## config.mk

```make
export PLATFORM = sky130hd
export DESIGN_NAME = calc_entry_fsm_flat
export DESIGN_NICKNAME = d
export VERILOG_FILES = /design/src/rtl/calc_entry_if.sv /design/src/rtl/calc_entry_fsm.sv /design/src/flat_wrapper.sv
export SDC_FILE = /design/constraint.sdc
export NUM_CORES = 1
export LEC_CHECK = 0
export ABC_AREA = 0
export CORE_MARGIN = 3
export CORE_UTILIZATION = 50
export CTS_CLUSTER_SIZE = 16
export DETAILED_ROUTE_END_ITERATION = 6
export GPL_ROUTABILITY_DRIVEN = 0
export PLACE_DENSITY_LB_ADDON = 0.15
export SYNTH_ARGS = -nofsm -noshare
export SYNTH_HDL_FRONTEND = slang
export SYNTH_SLANG_ARGS = --single-unit
export TNS_END_PERCENT = 10
```

## constraint.sdc

```tcl
create_clock -name clk -period 6.6 [get_ports clk]
set_input_delay 0.99 -clock clk [delete_from_list [all_inputs] [get_ports clk]]
set_output_delay 0.99 -clock clk [all_outputs]
set_load 0.05 [all_outputs]
```

## src/rtl/calc_entry_if.sv

```systemverilog
// Keypad-to-datapath bundle for the calculator entry controller.
// key_valid is a one-cycle strobe with no ready: the controller samples key_in on every edge where key_valid is high and never stalls the decoder.
interface calc_entry_if #(
    parameter int OPW = 14
);
    logic           key_valid;
    logic [3:0]     key_in;
    logic [1:0]     mode;
    logic [1:0]     operator;
    logic [OPW-1:0] operand_a;
    logic [OPW-1:0] operand_b;
    logic [3:0]     digit_cnt;
    logic           done;
    logic           key_reject;

    modport master (
        output key_valid, key_in,
        input  mode, operator, operand_a, operand_b, digit_cnt, done, key_reject
    );

    modport slave (
        input  key_valid, key_in,
        output mode, operator, operand_a, operand_b, digit_cnt, done, key_reject
    );
endinterface

```

## src/rtl/calc_entry_fsm.sv

```systemverilog
// Keypad entry controller: builds two binary operands and an operator from decimal keys.
// The FSM state is the registered mode output, so it is directly observable.
module calc_entry_fsm #(
    parameter int DIGITS = 4,
    parameter int OPW    = 14
) (
    input  logic         clk,
    input  logic         rst_n,
    calc_entry_if.slave  bus
);
    localparam logic [1:0] MODE_FIRST  = 2'd0;
    localparam logic [1:0] MODE_SECOND = 2'd1;
    localparam logic [1:0] MODE_ENTER  = 2'd2;

    localparam logic [3:0] KEY_ENTER = 4'd13;
    localparam logic [3:0] KEY_CLEAR = 4'd14;
    localparam logic [3:0] KEY_BKSP  = 4'd15;

    localparam logic [3:0]     MAX_CNT = 4'(DIGITS);
    localparam logic [OPW-1:0] TEN     = OPW'(10);

    logic [1:0]     mode_q, mode_d;
    logic [1:0]     operator_q, operator_d;
    logic [OPW-1:0] operand_a_q, operand_a_d;
    logic [OPW-1:0] operand_b_q, operand_b_d;
    logic [3:0]     cnt_a_q, cnt_a_d;
    logic [3:0]     cnt_b_q, cnt_b_d;
    logic [3:0]     digit_cnt_q, digit_cnt_d;
    logic           done_q, done_d;
    logic           key_reject_q, key_reject_d;

    logic           is_digit;
    logic           is_op;
    logic [1:0]     op_code;
    logic [OPW-1:0] digit_val;

    assign is_digit  = (bus.key_in <= 4'd9);
    assign is_op     = (bus.key_in >= 4'd10) && (bus.key_in <= 4'd12);
    assign op_code   = 2'(bus.key_in - 4'd10);
    assign digit_val = OPW'(bus.key_in);

    always_comb begin
        mode_d       = mode_q;
        operator_d   = operator_q;
        operand_a_d  = operand_a_q;
        operand_b_d  = operand_b_q;
        cnt_a_d      = cnt_a_q;
        cnt_b_d      = cnt_b_q;
        done_d       = 1'b0;
        key_reject_d = 1'b0;

        if (bus.key_valid) begin
            if (bus.key_in == KEY_CLEAR) begin
                mode_d      = MODE_FIRST;
                operator_d  = 2'd0;
                operand_a_d = '0;
                operand_b_d = '0;
                cnt_a_d     = 4'd0;
                cnt_b_d     = 4'd0;
            end else begin
                case (mode_q)
                    MODE_FIRST: begin
                        if (is_digit) begin
                            if (cnt_a_q < MAX_CNT) begin
                                operand_a_d = operand_a_q * TEN + digit_val;
                                cnt_a_d     = cnt_a_q + 4'd1;
                            end else begin
                                key_reject_d = 1'b1;
                            end
                        end else if (is_op) begin
                            operator_d  = op_code;
                            operand_b_d = '0;
                            cnt_b_d     = 4'd0;
                            mode_d      = MODE_SECOND;
                        end else if (bus.key_in == KEY_BKSP && cnt_a_q != 4'd0) begin
                            operand_a_d = operand_a_q / TEN;
                            cnt_a_d     = cnt_a_q - 4'd1;
                        end else begin
                            key_reject_d = 1'b1;
                        end
                    end
                    MODE_SECOND: begin
                        if (is_digit) begin
                            if (cnt_b_q < MAX_CNT) begin
                                operand_b_d = operand_b_q * TEN + digit_val;
                                cnt_b_d     = cnt_b_q + 4'd1;
                            end else begin
                                key_reject_d = 1'b1;
                            end
                        end else if (is_op) begin
                            if (cnt_b_q == 4'd0) operator_d = op_code;
                            else                 key_reject_d = 1'b1;
                        end else if (bus.key_in == KEY_BKSP) begin
                            // Backspacing past an empty second operand reopens the first one.
                            if (cnt_b_q != 4'd0) begin
                                operand_b_d = operand_b_q / TEN;
                                cnt_b_d     = cnt_b_q - 4'd1;
                            end else begin
                                mode_d = MODE_FIRST;
                            end
                        end else if (bus.key_in == KEY_ENTER) begin
                            mode_d = MODE_ENTER;
                            done_d = 1'b1;
                        end
                    end
                    MODE_ENTER: begin
                        if (is_digit) begin
                            mode_d      = MODE_FIRST;
                            operator_d  = 2'd0;
                            operand_a_d = digit_val;
                            operand_b_d = '0;
                            cnt_a_d     = 4'd1;
                            cnt_b_d     = 4'd0;
                        end else begin
                            key_reject_d = 1'b1;
                        end
                    end
                    default: mode_d = MODE_FIRST;
                endcase
            end
        end
    end

    always_comb begin
        case (mode_d)
            MODE_FIRST:  digit_cnt_d = cnt_a_d;
            MODE_SECOND: digit_cnt_d = cnt_b_d;
            default:     digit_cnt_d = 4'd0;
        endcase
    end

    always_ff @(posedge clk or negedge rst_n) begin
        if (!rst_n) begin
            mode_q       <= MODE_FIRST;
            operator_q   <= 2'd0;
            operand_a_q  <= '0;
            operand_b_q  <= '0;
            cnt_a_q      <= 4'd0;
            cnt_b_q      <= 4'd0;
            digit_cnt_q  <= 4'd0;
            done_q       <= 1'b0;
            key_reject_q <= 1'b0;
        end else begin
            mode_q       <= mode_d;
            operator_q   <= operator_d;
            operand_a_q  <= operand_a_d;
            operand_b_q  <= operand_b_d;
            cnt_a_q      <= cnt_a_d;
            cnt_b_q      <= cnt_b_d;
            digit_cnt_q  <= digit_cnt_d;
            done_q       <= done_d;
            key_reject_q <= key_reject_d;
        end
    end

    assign bus.mode       = mode_q;
    assign bus.operator   = operator_q;
    assign bus.operand_a  = operand_a_q;
    assign bus.operand_b  = operand_b_q;
    assign bus.digit_cnt  = digit_cnt_q;
    assign bus.done       = done_q;
    assign bus.key_reject = key_reject_q;
endmodule

```

## src/flat_wrapper.sv

```systemverilog
// flat-port wrapper written by rule: the top's interface ports become plain ports
module calc_entry_fsm_flat 
#(
    parameter int DIGITS = 4,
    parameter int OPW    = 14
)
  (clk, rst_n, bus_key_valid, bus_key_in, bus_mode, bus_operator, bus_operand_a, bus_operand_b, bus_digit_cnt, bus_done, bus_key_reject);
  calc_entry_if #(.OPW(OPW)) bus_i ();
  input  logic clk;
  input  logic rst_n;
  input wire logic [$bits(bus_i.key_valid)-1:0] bus_key_valid;
  input wire logic [$bits(bus_i.key_in)-1:0] bus_key_in;
  output wire logic [$bits(bus_i.mode)-1:0] bus_mode;
  output wire logic [$bits(bus_i.operator)-1:0] bus_operator;
  output wire logic [$bits(bus_i.operand_a)-1:0] bus_operand_a;
  output wire logic [$bits(bus_i.operand_b)-1:0] bus_operand_b;
  output wire logic [$bits(bus_i.digit_cnt)-1:0] bus_digit_cnt;
  output wire logic [$bits(bus_i.done)-1:0] bus_done;
  output wire logic [$bits(bus_i.key_reject)-1:0] bus_key_reject;
  assign bus_i.key_valid = bus_key_valid;
  assign bus_i.key_in = bus_key_in;
  assign bus_mode = bus_i.mode;
  assign bus_operator = bus_i.operator;
  assign bus_operand_a = bus_i.operand_a;
  assign bus_operand_b = bus_i.operand_b;
  assign bus_digit_cnt = bus_i.digit_cnt;
  assign bus_done = bus_i.done;
  assign bus_key_reject = bus_i.key_reject;
  calc_entry_fsm #(.DIGITS(DIGITS), .OPW(OPW)) u_core (.clk(clk), .rst_n(rst_n), .bus(bus_i));
endmodule
```

==> results.txt <==
----------------------------------------------------
[STA]
  Setup total negative slack ... 0 ns
  Count of final hold-check violations ... 0
  Worst slew margin relative to its limit ... around a fifth
  Post-Route Hold Slack ... 0.5042 ns
  Post-route minimum period ... about 5.1 ns
  Setup repair after global routing missed its margin ... no
  Achievable clock frequency ... between 0.15 and 0.2 GHz
  Clock Skew ... 0.006016 ns
  Transition time of the tightest slew-check pin ... 1.177 ns
  Period utilization ... 77.03%
  Number of failing setup endpoints in the final timing report ... 0
  Max-slew violations ... 0

[Synth]
  Number of synthesized flops with an enable pin ... 0
  Ys flop type ... dfrtp_1
  Leading cell types by total area after synthesis ... dfrtp_1 (17%), ha_1 (8.8%), nand2_1 (4.7%)
  Sequential element share of the synthesized area ... 16.96%
  Total nets after synthesis ... 942
  Largest area contributor in the synthesized netlist ... dfrtp_1
  Number of warning messages in the yosys log ... 0
  Cell count after synthesis ... 883
  Synth Area per Inst ... 7.686 sq um
  Share of the synthesized area in the top cell type ... roughly 17%
  Yosys reg bits ... 46
  Distinct cells, synth ... between 100 and 150
  Async SR Flop Fraction ... 100.0%
  Syn Std Cell Area ... 0.006787 sq mm

[Drt]
  Routed WL per cell ... between 15 and 20 um
  Count of antenna-violating nets left after detailed routing ... 0
  DRC ... 0
  Routed WL ... 18.10 mm
  Detailed-route vias per instance ... 6.545
  Via count ... 6,846
  1st-iter DRT viols ... 674
  Detailed-routing iteration count for the pre-antenna-repair pass ... 5

[GRT]
  Maximum number of pins on one net before global-route repair ... 47
  Via count of the first global-routing pass ... 6,311
  First-pass GRT wire length ... 30.44 mm
  Global routing usage summed across all routing layers ... 24.13%
  Overall overflow remaining after global route ... 0
  Antenna violations before repair ... 0

[CTS]
  Cells resized by post-CTS repair ... 0
  CTS Buffer Depth ... 2
  H-Tree Depth ... 2
  TritonCTS clock tree ... yes
  Clock Pin Slew Worst Setup and Hold Paths ... about 0.07 ns
  Cell at the root of the clock tree ... clkbuf_16
  Clock Latency Late Sink ... a little under 0.3 ns
  Post-CTS Hold Buffers ... 0
  Number of clock buffers inserted by TritonCTS ... 5
  TritonCTS sink count ... 46
  Total setup buffers inserted after CTS ... 0

[Hold path]
  Path class of the lowest-slack min-delay path ... register to register

[Worst setup path]
  Crit path max-delay family ... compound AO/OA/AOI/OAI gates
  Crit-path slowest cell ... mux2i_1
  Largest fanout on the critical path ... 19
  Sequence of cells on the critical path ... clkinv_1, a211oi_1, or3_1, nor2_2, maj3_1, a21oi_1, o31ai_2, nor2_1, mux2i_1, a211oi_1, o32ai_1, a21oi_1, o2111ai_1
  Bufs and invs on worst path ... 1
  Worst Path Arrival ... 5.28 ns
  Worst Setup Path Type ... register to register
  Largest stage delay, worst path ... 0.85 ns
  CP Launch Type ... register
  Required time worst endpoint ... around 6.8 ns
  Crit end category ... register

[Cells and area]
  Post-route core utilization ... 56.12%
  Area growth from synthesis to final layout ... 6.895%
  Share of final-layout standard cells stronger than drive strength 1 ... 5.835%
  Fin nets ... 932
  Commonest non-fill, non-tap cells in the layout ... nand2_1 (85), a21oi_1 (63), o21ai_0 (58), nor2_1 (57), ha_1 (48)
  Number of inserted diodes ... 0
  Commonest non-fill, non-tap cell in the layout ... nand2_1

[Die]
  Initial core utilization ... 52.50%
  Num rows ... 41
  I/O Pins ... 45
  Core region area ... ~0.013 sq mm
  Chip Height ... 122.5 um
  DIE AREA ... 0.01501 sq mm
  Die boundary width ... ~120 um

[Place]
  Post-DP HPWL ... 13.01 mm
  Input/output buffers ... 44

[Run status]
  Status ... finished, final reports clean

[Run]
  Maxcap violations ... 0

----------------------------------------------------
==> registers in the layout, summed over array words and instances, names as in the netlist <==
signal	flops
u_core.bus.digit_cnt	4
u_core.bus.done	1
u_core.bus.key_reject	1
u_core.bus.mode	2
u_core.bus.operand_a	14
u_core.bus.operand_b	14
u_core.bus.operator	2
u_core.cnt_a_q	4
u_core.cnt_b_q	4
==> metrics by stage <==
step	setup slack, ns	cells	cell area (sq um)
floorplan	2.535	883	6787
global placement	1.928	1038	7086
detailed placement	1.660	1038	7086
CTS	1.633	1046	7254
global route	1.049	1046	7254
finish	1.516	1046	7254
==> tightest hold or removal path, cell delays in order (launching register included) <==
cell and delay, ns:
dfrtp_1 0.36, nand2_1 0.05, o31ai_1 0.06
==> Yosys cell counts (10+ instances only) <==
cell and count:
nand2_1 85, a21oi_1 63, o21ai_0 58, nor2_1 57, ha_1 48, dfrtp_1 46, inv_1 42, xnor2_1 34
clkbuf_1 28, nand3_1 25, nor3_1 21, nor4_1 20, xor2_1 19, a211oi_1 16, buf_2 16, a22o_1 15
a21o_1 13, nand2b_1 11, nand4_1 10
==> routing by layer <==
layer	up-vias	GRT usage (%)	wire [um]
met5	-	0	0
met4	0	5.248	245
met3	28	3.502	1032
met2	265	38.58	8410
met1	3252	34.61	8409
li1	3301	-	-
==> final timing paths <==
path,cells past startpoint,slack (ns),start,to
worst min register to register,2,0.50,u_core.bus.operator[1],u_core.bus.operator[1]
min in group asynchronous,1,0.89,rst_n,u_core.bus.operand_b[11]
worst max register to register,13,1.52,u_core.bus.operand_b[8],u_core.bus.operand_b[0]
worst max-delay path,13,1.52,u_core.bus.operand_b[8],u_core.bus.operand_b[0]
worst min-delay path,2,0.50,u_core.bus.operator[1],u_core.bus.operator[1]
max in group asynchronous,1,5.05,rst_n,u_core.cnt_b_q[3]
==> logic make-up after synthesis <==
kind of cell | after synthesis | share of synthesized area, %
buffers and inverters | 112 | 8.223
adders and majority gates | 57 | 10.77
DFF | 46 | 16.96
and+or+nand+nor | 311 | 24.41
xor gates and xnor gates | 54 | 7.190
AOI/OAI and AO/OA | 290 | 30.46
muxes | 13 | 1.991
==> layout make-up <==
class                           count  area, sq um
Sequential cell                    46         1151
Inverter                           48        180.2
Fill cell                        1208         5673
Timing Repair Buffer               47        457.9
Multi-Input combinational cell    725         5081
Tap cell                          172        215.2
Clock inverter                      3        43.79
Clock buffer                        5        125.1
Power is not shown: default switching activity piles up to over one toggle a cycle in this logic, so the estimate is an artifact.
